===== config.mk =====
export PLATFORM = sky130hd
export DESIGN_NAME = multiseg_scan_ctrl
export DESIGN_NICKNAME = d
export VERILOG_FILES = /design/src/rtl/multiseg_scan_ctrl.sv
export SDC_FILE = /design/constraint.sdc
export NUM_CORES = 1
export LEC_CHECK = 0
export BUFFER_PORTS_ARGS = -buffer_cell sky130_fd_sc_hd__buf_2
export CAP_MARGIN = 10
export CORE_ASPECT_RATIO = 1.1
export CORE_MARGIN = 1
export CORE_UTILIZATION = 40
export DETAILED_ROUTE_END_ITERATION = 7
export SETUP_SLACK_MARGIN = 0.2
export SKIP_LAST_GASP = 1
export SLEW_MARGIN = 10
export SYNTH_ARGS = -nofsm -noshare
export SYNTH_HDL_FRONTEND = slang
export SYNTH_SLANG_ARGS = --single-unit

===== constraint.sdc =====
create_clock -name clk -period 2.2 [get_ports clk]
set_clock_uncertainty 0.2 [all_clocks]
set_input_delay 0.44 -clock clk [delete_from_list [all_inputs] [get_ports clk]]
set_output_delay 0.44 -clock clk [all_outputs]
set_load 0.03 [all_outputs]

===== src/rtl/multiseg_scan_ctrl.sv =====
// rtl/multiseg_scan_ctrl.sv - binary to BCD conversion with a multiplexed 7-segment scan
// Leading-zero blanking is enabled by defining MULTISEG_LZB_EN.
module multiseg_scan_ctrl #(
   parameter int N_DIGITS    = 4,
   parameter int BIN_W       = 12,
   parameter int REFRESH_DIV = 50000
) (
   input  logic                clk,
   input  logic                rst,
   input  logic                load,
   input  logic [BIN_W-1:0]    bin_in,
   output logic                busy,
   output logic                overflow,
   output logic [N_DIGITS-1:0] seg_anode,
   output logic [6:0]          seg_cathode
);
   localparam int BCD_W = 4 * N_DIGITS;
   localparam int IT_W  = $clog2(BIN_W + 1);
   localparam int REF_W = $clog2(REFRESH_DIV);
   localparam int SEL_W = (N_DIGITS > 1) ? $clog2(N_DIGITS) : 1;

   localparam logic [1:0] ST_IDLE   = 2'd0;
   localparam logic [1:0] ST_SHIFT  = 2'd1;
   localparam logic [1:0] ST_COMMIT = 2'd2;

   function automatic logic [63:0] pow10(input int n);
      logic [63:0] p;
      p = 64'd1;
      for (int i = 0; i < n; i++) p = p * 64'd10;
      return p;
   endfunction

   localparam logic [63:0] MAX_VAL = pow10(N_DIGITS) - 64'd1;

   function automatic logic [BCD_W-1:0] dabble_adjust(input logic [BCD_W-1:0] b);
      logic [BCD_W-1:0] r;
      r = b;
      for (int i = 0; i < N_DIGITS; i++)
         if (b[4*i +: 4] >= 4'd5) r[4*i +: 4] = b[4*i +: 4] + 4'd3;
      return r;
   endfunction

   function automatic logic [6:0] seg_code(input logic [3:0] d);
      case (d)
         4'd0:    return 7'b1000000;
         4'd1:    return 7'b1111001;
         4'd2:    return 7'b0100100;
         4'd3:    return 7'b0110000;
         4'd4:    return 7'b0011001;
         4'd5:    return 7'b0010010;
         4'd6:    return 7'b0000010;
         4'd7:    return 7'b1111000;
         4'd8:    return 7'b0000000;
         4'd9:    return 7'b0010000;
         default: return 7'b1111111;
      endcase
   endfunction

   logic [1:0]          state_q, state_d;
   logic [BIN_W-1:0]    bin_q, bin_d;
   logic [BCD_W-1:0]    bcd_q, bcd_d, bcd_adj;
   logic [IT_W-1:0]     it_q, it_d;
   logic                ovf_cap_q, ovf_cap_d;
   logic [BCD_W-1:0]    disp_bcd_q, disp_bcd_d;
   logic                disp_ovf_q, disp_ovf_d;
   logic [REF_W-1:0]    refresh_q, refresh_d;
   logic [SEL_W-1:0]    sel_q, sel_d;
   logic [N_DIGITS-1:0] seg_anode_q;
   logic [6:0]          seg_cathode_q;
   logic [3:0]          digit;
   logic                blank;

   assign bcd_adj = dabble_adjust(bcd_q);

   always_comb begin
      state_d    = state_q;
      bin_d      = bin_q;
      bcd_d      = bcd_q;
      it_d       = it_q;
      ovf_cap_d  = ovf_cap_q;
      disp_bcd_d = disp_bcd_q;
      disp_ovf_d = disp_ovf_q;
      case (state_q)
         ST_IDLE: begin
            if (load) begin
               state_d   = ST_SHIFT;
               bin_d     = bin_in;
               bcd_d     = '0;
               it_d      = '0;
               ovf_cap_d = 64'(bin_in) > MAX_VAL;
            end
         end
         ST_SHIFT: begin
            bcd_d = {bcd_adj[BCD_W-2:0], bin_q[BIN_W-1]};
            bin_d = bin_q << 1;
            it_d  = it_q + IT_W'(1);
            if (it_q == IT_W'(BIN_W - 1)) state_d = ST_COMMIT;
         end
         ST_COMMIT: begin
            // display value and its overflow flag switch together, never a partial result
            disp_bcd_d = bcd_q;
            disp_ovf_d = ovf_cap_q;
            state_d    = ST_IDLE;
         end
         default: state_d = ST_IDLE;
      endcase
   end

   always_comb begin
      refresh_d = refresh_q + REF_W'(1);
      sel_d     = sel_q;
      if (refresh_q == REF_W'(REFRESH_DIV - 1)) begin
         refresh_d = '0;
         sel_d     = (sel_q == SEL_W'(N_DIGITS - 1)) ? '0 : sel_q + SEL_W'(1);
      end
   end

`ifdef MULTISEG_LZB_EN
   logic zero_acc;
`endif

   always_comb begin
      digit = 4'd0;
      blank = 1'b0;
`ifdef MULTISEG_LZB_EN
      zero_acc = 1'b1;
`endif
      for (int i = N_DIGITS - 1; i >= 0; i--) begin
`ifdef MULTISEG_LZB_EN
         // zero_acc: this digit and every digit above it are zero
         zero_acc = zero_acc & (disp_bcd_q[4*i +: 4] == 4'd0);
         if (i != 0 && zero_acc && sel_q == SEL_W'(i)) blank = 1'b1;
`endif
         if (sel_q == SEL_W'(i)) digit = disp_bcd_q[4*i +: 4];
      end
   end

   always_ff @(posedge clk) begin
      if (rst) begin
         state_q       <= ST_IDLE;
         bin_q         <= '0;
         bcd_q         <= '0;
         it_q          <= '0;
         ovf_cap_q     <= 1'b0;
         disp_bcd_q    <= '0;
         disp_ovf_q    <= 1'b0;
         refresh_q     <= '0;
         sel_q         <= '0;
         seg_anode_q   <= '1;
         seg_cathode_q <= 7'b1111111;
      end else begin
         state_q       <= state_d;
         bin_q         <= bin_d;
         bcd_q         <= bcd_d;
         it_q          <= it_d;
         ovf_cap_q     <= ovf_cap_d;
         disp_bcd_q    <= disp_bcd_d;
         disp_ovf_q    <= disp_ovf_d;
         refresh_q     <= refresh_d;
         sel_q         <= sel_d;
         seg_anode_q   <= ~(N_DIGITS'(1) << sel_q);
         if (disp_ovf_q)
            seg_cathode_q <= 7'b0111111;
         else if (blank)
            seg_cathode_q <= 7'b1111111;
         else
            seg_cathode_q <= seg_code(digit);
      end
   end

   assign busy        = (state_q != ST_IDLE);
   assign overflow    = disp_ovf_q;
   assign seg_anode   = seg_anode_q;
   assign seg_cathode = seg_cathode_q;

endmodule

After elaboration in Yosys (flattened, before gate mapping)
Memories as Yosys holds them, arrays and structs flattened. A register that Yosys moved wholly into a read port is not among the register bits.
Cells that the tools add are included.

cells by class
  shifts and indexed selects = 1
  add/sub/neg operators = 7
  bitwise gates (word level) = 1
  eq/ne operators = 9
  muxes and demuxes = 18
  order comparisons = 4
  reduce and logical (&&, ||, !) cells = 7

operators with widths
  kind                                                 count
  2-to-1 mux 4 bit                                     8
  one-hot mux 16 bit (2 select lines)                  1
  one-hot mux 12 bit (2 select lines)                  1
  adder 16 x 1 -> 16 bit, second input constant        1
  == test 16 bit, second input constant                1
  >= comparator 4 x 3 -> 1 bit, second input constant  4
  2-to-1 mux 16 bit                                    1
  adder 4 x 2 -> 4 bit, second input constant          3
  2-to-1 mux 12 bit                                    1
  one-hot mux 4 bit (2 select lines)                   1
  == test 2 bit, second input constant                 3
  2-to-1 mux 2 bit                                     3
  adder 4 x 1 -> 4 bit, second input constant          1
  == test 2 x 1 -> 1 bit, second input constant        2
  == test 4 bit, second input constant                 1
  zero test 2 bit                                      2
  != test 2 bit, second input constant                 2
  NOT 4 bit                                            1
  one-hot mux 2 bit (2 select lines)                   1
  AND reduction 2 bit                                  2
  nonzero test 2 bit                                   2
  left shift 1 x 2 -> 4 bit, first input constant      1
  adder 3 x 2 -> 3 bit, second input constant          1
  2-to-1 mux 3 bit                                     1
  2 further kinds                                      2

word-level totals
  output and inout bits = 13
  word-level logic and storage cells = 56
  bits in registers = 72
  bits in read-only memories = 112
  memories kept = 1

memory list
  name              depth  width  rd ports  clocked after Yosys merged registers in  write ports  RTL line  text
  (name not given)  16     7      1         1                                        0            44        case (d)

Longest topological paths before layout
  word-level depth = 5
  depth in mapped cells = 9
  depth with buffers taken out = 8

Worst setup path before layout
Ideal clock, no wire load.

  kind = register to register
  from = reg sel_q[0]
  to = reg seg_cathode_q[6], in the netlist seg_cathode[6]
  arrival = 1.793 ns
  clock period less this slack = 2.122 ns
  stages on the path, launching flop included = 9
  library setup time = 0.129 ns
  slack = 0.078 ns
  cell sequence = dfxtp_1 inv_1 ha_1 buf_4 nor3b_1 a211oi_4 ha_1 a2111oi_2 a21oi_1

between the ends
  longest elaborated chain between the ends = 5

RTL lines
  element                         RTL line  text
  start, declared                 67        logic [SEL_W-1:0] sel_q, sel_d;
  start signal, assigned          160       sel_q <= sel_d;
  == test 2 bit                   134       if (sel_q == SEL_W'(i)) digit = disp_bcd_q[4*i +: 4];
  2-to-1 mux 4 bit (3 in series)  134
  2-to-1 mux 4 bit (*)            134
  end signal, assigned            167       seg_cathode_q <= seg_code(digit);
  end, declared                   69        logic [6:0] seg_cathode_q;

Mark *: on every way between the ends. The rest lies on a longest branch, timed or not.
A chain may end at the register's enable or synchronous reset.

Final worst setup path
  from = reg sel_q[0]
  to = reg seg_cathode_q[1], in the netlist seg_cathode[1]

Same word-level chain as after synthesis.

==> qor.csv <==
stage,metric,value,unit
yosys,Post-Syn Nets,487,
timing,worst hold slack,0.198,ns
global_routing,global-route wire length before repair,13.0,mm
power_and_ir_drop,Design Power,2.83,mW
finish,# diodes,0,
power_and_ir_drop,Int Power,2.16,mW
routing,per-cell routed wire length,13.1,um
yosys,Mapped Cells,457,
cts,TritonCTS Buffers,9,
die,I/O pin cnt,28,
worst_setup_path,CP top delay family,compound AO/OA/AOI/OAI gates,
worst_setup_path,Worst Path Max Fanout,6,
worst_setup_path,crit-path cells,"buf_6, ha_4, buf_6, nor3b_4, a211oi_4, buf_6, ha_4, a21oi_2, o21bai_1",
finish,Final Non-Filler Cells,616,
routing,Via-to-Cell Ratio,5.17,
timing,Final Worst Setup Slack,0.0825,ns
yosys,Yosys reg bits,79,
cts,root buffer cell,clkbuf_8,
cts,clock slew seen by the registers of the worst setup and hold paths,0.09,ns
finish,cell area after layout,4540,sq um
yosys,ys flop type,dfxtp_1,
yosys,Yosys top cell area share,42.6,%
cts,CTS tree,built,
yosys,Avg Synthesized Cell Area,8.13,sq um
yosys,register area share after synthesis,42.6,%
die,die area,9680,sq um
cts,cts hold-fix bufs,0,
cts,CTS Sinks,79,
die,Rows,36,
yosys,Post-Syn Area,3720,sq um
power_and_ir_drop,VDD IR max,0.000273,V
power_and_ir_drop,Clk pwr share,41.1,%
worst_setup_path,CP startpoint kind,flop,
worst_setup_path,biggest cell delay along the critical path,0.37,ns
worst_setup_path,Critical Path Most Common Cell,buf_6,
place,DP Area,4010,sq um
global_routing,vias in the first global route,2869,
timing,unrepaired setup endpoints after global routing,true,
global_routing,gr usage total,17.2,%
routing,drt drc,0,
worst_setup_path,CP required,2.26,ns
timing,Fmax achieved,472,MHz
power_and_ir_drop,NetSw,664,uW
die,initial cell density of the core,41.7,%
timing,Final Hold Violating Endpoints,0,
routing,final wirelength,8.09,mm
routing,vias,3183,
global_routing,initial antenna violation count,0,
cts,H-tree depth,3,
place,PortBufs,26,
place,dpl cells,584,
power_and_ir_drop,pwr dens,623,nW/um^2
timing,setup TNS,0,ns
cts,CTS max path bufs,2,
routing,DR iter-0 viols,118,
global_routing,pin count of the biggest net entering global routing,52,
yosys,Synth area leader,dfxtp_1,
worst_setup_path,kind of critical path,flop to flop,
yosys,YS warnings,0,
worst_hold_path,worst hold path type,input port to flop,
global_routing,grt total ovfl,0,
die,DIE HEIGHT,103,um
timing,min Tclk post-route,2.12,ns
timing,fin crit share,96.3,%
die,Core ar.,8920,sq um
worst_setup_path,Worst Path Buf+Inv,3,
worst_setup_path,Critical Path Slowest Stage Cell,dfxtp_4,
run,Max Cap Viol,0,
power_and_ir_drop,Comb pwr share,6.4,%
worst_setup_path,crit path DAT,2.18,ns
timing,"Slew Viols, Final",0,
yosys,top post-synthesis cells by area,"dfxtp_1 (43%), a21oi_1 (7.1%), nand2_1 (6.0%)",
yosys,Synth cell types,44,
outcome,run status,"complete, no violations",
yosys,Post-synth EDFFs,0,
yosys,Commonest cells post-synth,"dfxtp_1 (79), nand2_1 (59), a21oi_1 (53)",
finish,layout cells sized above 1,18.9,%
routing,DRT antenna net count,0,
routing,TritonRoute pass-1 iters,4,
worst_setup_path,crit end category,flop,
power_and_ir_drop,Sw Share,23.5,%
timing,Final Setup Violations,0,
finish,Finished Core Util,50.9,%
finish,area delta synth->final,22.1,%
power_and_ir_drop,P_leak,1.73,nW
place,gpl congestion,0.755,
die,die width,93.9,um
cts,clk_lat worst skew,0.36,ns
power_and_ir_drop,sequential power share,52.5,%
yosys,Post-synth ARST share,0,%
place,HPWL Detailed,5.04,mm
finish,final net count,528,
place,pre-CTS setup slack,-0.0536,ns
yosys,most frequent cell after synthesis,dfxtp_1,
==> state kept, by name, indices dropped and copies added (netlist names) <==
| name | count |
|---|---|
| seg_anode | 4 |
| state_q | 2 |
| disp_bcd_q | 16 |
| refresh_q | 16 |
| seg_cathode | 7 |
| it_q | 4 |
| sel_q | 2 |
| bcd_q | 16 |
| bin_q | 12 |
==> worst register-to-register path, stage by stage, from the launching register on <==
cell,delay (ns)
dfxtp_4,0.37
buf_6,0.12
ha_4,0.17
buf_6,0.14
nor3b_4,0.16
a211oi_4,0.33
buf_6,0.17
ha_4,0.20
a21oi_2,0.11
o21bai_1,0.07
==> logic make-up (layout without fill, tap and decap cells) <==
kind of cell,after synthesis,in the layout,share of synthesized area [%]
AOI/OAI and AO/OA,121,121,20.2
xor gates and xnor gates,21,21,4.95
DFF,79,79,42.6
buffers and inverters,53,98,5.62
adders and majority gates,15,15,5.05
other,1,1,0.101
and+or+nand+nor,165,165,20.9
muxes,2,2,0.539
==> power groups by stage <==
stage	logic [mW]	clock network, mW	registers, mW
after floorplan	0.115	0	1.53
after global placement	0.178	0	1.52
after detailed placement	0.181	0	1.52
after CTS	0.182	1.19	1.49
after global routing	0.205	1.26	1.49
final	0.180	1.16	1.49
==> routing by layer <==
layer  share of wire, %  global-route usage [%]
met3                2.9                    3.76
met1                 46                    20.5
met4                2.2                    8.05
met2                 49                    29.5
met5                  0                       0
==> area by class of cell <==
type                    instances  area, sq um
clock buffers                  12          135
clock inverters                 3         68.8
fillers                       890         4380
inverters                      27          106
multi-input cells             325         2090
flip-flops and latches         79         1590
well taps                     114          143
repair buffers                 56          403
==> cell usage in the layout (no fill, tap or decap), drive strengths merged, types with 12 or more instances in the layout <==
master	count
nor2	45
xor2	12
a21oi	53
dfxtp	79
buf	56
ha	15
inv	27
clkbuf	12
nand3	13
nand2	59
o21ai	29
==> path summary, 6_finish.rpt <==
check | from | slack [ns] | to | cells past startpoint
max | sel_q[0] | 0.08 | seg_cathode[1] | 9
min | bin_in[8] | 0.20 | bin_q[8] | 3
max reg2reg | sel_q[0] | 0.08 | seg_cathode[1] | 9
min reg2reg | refresh_q[0] | 0.25 | refresh_q[0] | 1
==> repair_timing <==
item | CTS | global route
buffers inserted | 9 | 8
pin swaps | 9 | 16
setup endpoints to repair | 7 | 7
gates resized for setup | 24 | 15
No activity file was read; power rests on OpenSTA's default activity.
